--- config.mk ---
export PLATFORM = sky130hd
export DESIGN_NAME = data_sramlike_axi
export DESIGN_NICKNAME = d
export VERILOG_FILES = /design/src/rtl/data_sramlike_axi.sv
export SDC_FILE = /design/constraint.sdc
export NUM_CORES = 1
export LEC_CHECK = 0
export ABC_AREA = 1
export CORE_MARGIN = 8
export CORE_UTILIZATION = 38
export DETAILED_ROUTE_END_ITERATION = 10
export GPL_TIMING_DRIVEN = 0
export PLACE_DENSITY = 0.86
export SYNTH_ARGS = -nofsm -noshare
export SYNTH_HDL_FRONTEND = slang
export SYNTH_SLANG_ARGS = --single-unit
export TNS_END_PERCENT = 5
--- constraint.sdc ---
create_clock -name clk -period 5.1 [get_ports clk]
set_input_delay 1.02 -clock clk [delete_from_list [all_inputs] [get_ports clk]]
set_output_delay 1.02 -clock clk [all_outputs]
set_load 0.01 [all_outputs]
--- src/rtl/data_sramlike_axi.sv ---
// Data-side sram-like to AXI3 bridge. One single-beat read or write is in
// flight at a time. Requests are accepted with zero wait in IDLE, and a
// registered data_ok pulse marks completion.
module data_sramlike_axi #(
    parameter logic [3:0] AXI_ID = 4'd1
) (
    input  logic        clk,
    input  logic        rst,
    input  logic        data_req,
    input  logic        data_wr,
    input  logic [1:0]  data_size,
    input  logic [31:0] data_addr,
    input  logic [31:0] data_wdata,
    output logic        data_addr_ok,
    output logic        data_data_ok,
    output logic [31:0] data_rdata,
    output logic [3:0]  arid,
    output logic [31:0] araddr,
    output logic [7:0]  arlen,
    output logic [2:0]  arsize,
    output logic [1:0]  arburst,
    output logic        arvalid,
    input  logic        arready,
    input  logic [31:0] rdata,
    input  logic [1:0]  rresp,
    input  logic        rlast,
    input  logic        rvalid,
    output logic        rready,
    output logic [3:0]  awid,
    output logic [31:0] awaddr,
    output logic [7:0]  awlen,
    output logic [2:0]  awsize,
    output logic [1:0]  awburst,
    output logic        awvalid,
    input  logic        awready,
    output logic [3:0]  wid,
    output logic [31:0] wdata,
    output logic [3:0]  wstrb,
    output logic        wlast,
    output logic        wvalid,
    input  logic        wready,
    input  logic [1:0]  bresp,
    input  logic        bvalid,
    output logic        bready,
    output logic        bus_err
);

    typedef enum logic [2:0] {IDLE, RD_ADDR, RD_DATA, WR_REQ, WR_RESP} state_t;

    state_t      state, state_nxt;
    logic [1:0]  req_size;
    logic [31:0] req_addr;
    logic [31:0] req_wdata;
    logic [3:0]  req_strb;
    logic        aw_done, w_done;
    logic        aw_hs, w_hs, wr_both;

    // Single-beat transfers never need the last flag.
    wire unused_ok = &{1'b0, rlast};

    assign aw_hs   = awvalid & awready;
    assign w_hs    = wvalid & wready;
    // Either channel may finish first; count a handshake in this cycle as done.
    assign wr_both = (aw_done | aw_hs) & (w_done | w_hs);

    // Fixed single-beat INCR attributes and the latched request fields.
    assign arid    = AXI_ID;
    assign awid    = AXI_ID;
    assign wid     = AXI_ID;
    assign arlen   = 8'd0;
    assign awlen   = 8'd0;
    assign arburst = 2'b01;
    assign awburst = 2'b01;
    assign wlast   = 1'b1;
    assign araddr  = req_addr;
    assign awaddr  = req_addr;
    assign arsize  = {1'b0, req_size};
    assign awsize  = {1'b0, req_size};
    assign wdata   = req_wdata;
    assign wstrb   = req_strb;

    // State register.
    always_ff @(posedge clk or posedge rst) begin
        if (rst) state <= IDLE;
        else     state <= state_nxt;
    end

    // Next-state logic.
    always_comb begin
        state_nxt = state;
        case (state)
            IDLE:    if (data_req) state_nxt = data_wr ? WR_REQ : RD_ADDR;
            RD_ADDR: if (arready)  state_nxt = RD_DATA;
            RD_DATA: if (rvalid)   state_nxt = IDLE;
            WR_REQ:  if (wr_both)  state_nxt = WR_RESP;
            WR_RESP: if (bvalid)   state_nxt = IDLE;
            default:               state_nxt = IDLE;
        endcase
    end

    // Handshake outputs decoded from state; the write channels drop independently.
    always_comb begin
        data_addr_ok = (state == IDLE) && data_req;
        arvalid      = (state == RD_ADDR);
        rready       = (state == RD_DATA);
        awvalid      = (state == WR_REQ) && !aw_done;
        wvalid       = (state == WR_REQ) && !w_done;
        bready       = (state == WR_RESP);
    end

    // Request capture, write-channel progress flags and the completion pulse.
    always_ff @(posedge clk or posedge rst) begin
        if (rst) begin
            req_size     <= 2'd0;
            req_addr     <= 32'd0;
            req_wdata    <= 32'd0;
            req_strb     <= 4'd0;
            aw_done      <= 1'b0;
            w_done       <= 1'b0;
            data_data_ok <= 1'b0;
            bus_err      <= 1'b0;
            data_rdata   <= 32'd0;
        end else begin
            data_data_ok <= 1'b0;
            bus_err      <= 1'b0;
            if (data_addr_ok) begin
                req_size  <= data_size;
                req_addr  <= data_addr;
                req_wdata <= data_wdata;
                case (data_size)
                    2'd0:    req_strb <= 4'b0001 << data_addr[1:0];
                    2'd1:    req_strb <= data_addr[1] ? 4'b1100 : 4'b0011;
                    default: req_strb <= 4'b1111;
                endcase
            end
            if (state == WR_REQ) begin
                if (wr_both) begin
                    aw_done <= 1'b0;
                    w_done  <= 1'b0;
                end else begin
                    aw_done <= aw_done | aw_hs;
                    w_done  <= w_done | w_hs;
                end
            end
            if (rready && rvalid) begin
                data_rdata   <= rdata;
                data_data_ok <= 1'b1;
                bus_err      <= (rresp != 2'b00);
            end
            if (bready && bvalid) begin
                data_data_ok <= 1'b1;
                bus_err      <= (bresp != 2'b00);
            end
        end
    end

endmodule

==> impl_metrics.json <==
{
  "ant_nets": 0,
  "grt_pass1_wl_um": 24130,
  "ys_warn_count": 0,
  "synth-compound-area-share_pct": 1.468,
  "core_area_mm2": 0.01257,
  "vias_per_cell": 4.352,
  "grt.total_usage_pct": 18.46,
  "critPathArrivalTime_ps": 2820,
  "start_util_pct": 38.66,
  "grt-ovfl-total": 0,
  "maxCapViolCount": 0,
  "synthMuxAreaShare_pct": 0,
  "avgSynthCellArea_um2": 8.509,
  "cts-root-buf": "clkbuf_16",
  "drt_first_pass_iters": 4,
  "drv_slew": 0,
  "grt_start_max_net_pins": 66,
  "drtIter0Drc": 269,
  "worst_setup_path_start_kind": "input port",
  "yosys.area_share.adder_pct": 0,
  "fp-row-count": 41,
  "fin_cells": 1045,
  "die_area_mm2": 0.01666,
  "io_pins": 291,
  "synthSimpleGateAreaFrac_pct": 27.40,
  "hold_start": "data_rdata[15]$_DFFE_PP0P_",
  "finalWorstSetupSlack_ps": 1262,
  "setup_tns_ps": 0,
  "fin_nets": 981,
  "ys_types": 20,
  "synth_top_area_cell": "dfrtp_1",
  "yosysMostFrequentCell": "nand2_1",
  "dpl_cell_area_mm2": 0.007760,
  "slew_headroom_pct": 61.92,
  "cts_resized": 0,
  "postLayoutCellArea_mm2": 0.008090,
  "antenna_found_initial": 0,
  "postSynthCellCount": 571,
  "nFillCells": 1035,
  "synth_edf_count": 0,
  "yosysTopAreaCellShare_pct": 56.14,
  "whs_ps": 468.4,
  "p_leak_uw": 0.004087,
  "ff2ff_path_depth": 6,
  "area_delta_synth_final_pct": 66.52,
  "worst_pin_slew_ps": 571.3,
  "drc": 0,
  "ir_drop_mv": 0.2918,
  "synthTopCellsByArea": "dfrtp_1 56%, nand2_1 21%, buf_4 11%, nand3_1 4.4%, inv_1 1.3%",
  "ys.flop_type": "dfrtp_1",
  "clock.fmax_ghz": 0.2606,
  "worstSetupEndpoint": "data_addr_ok",
  "crit_chain": "clkdlybuf4s50_1 -> nand3_2 -> inv_2 -> buf_2 -> clkdlybuf4s50_1",
  "reg2reg_slack_ps": 3490,
  "place.gp.congestion": 0.7749,
  "cts_sinks": 109,
  "period_share_pct": 75.25,
  "die_h_um": 129.1,
  "setup_violations": 0,
  "post_route_cells_drive_above_1_share_pct": 12.14,
  "post_cts_buffers": 0,
  "cts_max_level": 3,
  "power-per-cell-area_mw_per_mm2": 596.3,
  "worst_clock_skew_ps": 8.835,
  "rsz0062_at_grt": "no",
  "crit_fanout": 10,
  "ctsHoldBuffers": 0,
  "r2r_start": "state[1]$_DFFE_PP0P_",
  "dp.cells": 1030,
  "cts_tree": "built",
  "ys_ff_latch": 109,
  "period_needed_ps": 3838,
  "crit_required_ps": 4080,
  "cp_num_buf_inv": 4,
  "path_common_cell": "clkdlybuf4s50_1",
  "insertedDiodeCount": 0,
  "critical_path.startpoint": "data_req",
  "numPortBuffers": 253,
  "endpoint_kind": "primary output",
  "worst_hold_path_type": "reg -> reg",
  "synth_top_family_by_area": "simple AND/OR/NAND/NOR gates",
  "synth_xor_xnor_area_share_pct": 0,
  "dp_slack_ps": 1208,
  "clkTransAtPathRegs_ps": 60,
  "cts_buffer_depth": 2,
  "path_class": "in -> out",
  "syn_area_mm2": 0.004858,
  "hold_viol": 0,
  "worst-path-stages": 5,
  "die_x_um": 129.1,
  "vias": 4548,
  "crit_family": "buffers and inverters",
  "r2r_end": "wstrb[1]$_DFFE_PP0P_",
  "yosysSeqAreaShare_pct": 56.14,
  "post_drt_wl_per_cell_um": 15.23,
  "ys_async_sr_fraction_pct": 100.0,
  "routed_wirelength_um": 15920,
  "clock_latency_ps": 340,
  "cts_buffers": 9,
  "dp_hpwl_um": 12700,
  "status": "finished, final reports clean",
  "grt_pass1_vias": 4571,
  "synthTopCellsByCount": "277 x nand2_1, 109 x dfrtp_1, 69 x buf_4",
  "slowest_delay_ps": 580,
  "cpMaxStageDelayCell": "clkdlybuf4s50_1"
}
-- layer usage --
| metal | GRT usage [%] | vias to the layer above | part of all wire (%) |
|---|---|---|---|
| li1 | - | 2241 | - |
| met1 | 19.95 | 2076 | 37 |
| met2 | 31.87 | 206 | 50 |
| met3 | 6.902 | 25 | 10 |
| met4 | 7.947 | 0 | 2.8 |
| met5 | 0 | - | 0 |
-- power by group --
part	leakage (µW)	internal (µW)	switching (µW)
logic	0.00258	1380	1130
registers	0.00136	1270	267
clock network	0.000156	478	300
-- sequential cells by signal (all words and copies together) (netlist names) --
signal	count
wdata	32
wstrb	4
state	3
bus_err	1
w_done	1
data_rdata	32
aw_done	1
req_size	2
data_data_ok	1
araddr	32
-- per-stage QoR --
step	utilization, %	total power [µW]
after floorplan	-	2641
after global placement	61.50	4019
after detailed placement	61.74	4089
after CTS	64.37	4890
after global routing	64.37	5155
final	64.37	4824
-- cells in the final DEF (no fill, tap or decap), drive strengths merged --
cell	n
o21ai	8
nor3	2
dfrtp	109
o22ai	1
buf	85
nand3b	1
clkbuf	20
o211a	1
clkinvlp	1
inv	20
conb	35
nor2	10
clkdlybuf4s50	253
nand2	278
o21a	2
bufinv	3
nand3	44
-- how the worst min path moves through the flow --
stage	end	slack, ps	cells past startpoint
finish	data_rdata[15]$_DFFE_PP0P_	470	2
global route	data_rdata[1]$_DFFE_PP0P_	490	2
CTS	data_rdata[23]$_DFFE_PP0P_	470	2
detailed placement	data_rdata[10]$_DFFE_PP0P_	460	2
global placement	data_rdata[16]$_DFFE_PP0P_	450	2
floorplan	data_rdata[0]$_DFFE_PP0P_	510	2
-- cell families after synthesis --
logic type | after synthesis
other | 2
buffers and inverters | 113
AOI/OAI and AO/OA | 12
and+or+nand+nor | 335
DFF | 109
-- area by class of cell --
type                       instances  area (µm²)  share of cell area, %
buffer                            93       645.6                  7.980
clock buffer                      11       232.7                  2.877
clock inverter                     4       97.59                  1.206
inverter                          20       77.57                 0.9589
multi-input combinational        382        1534                  18.96
sequential                       109        2728                  33.71
tap                              172       215.2                  2.660
timing repair buffer             254        2560                  31.64
-- worst min-delay path, delay by kind of cell, from the launching register on --
family           cells  cell delay, ps
flip-flops           1             340
AND/OR/NAND/NOR      2              90
Note: power is estimated with default switching activity, not from simulation.
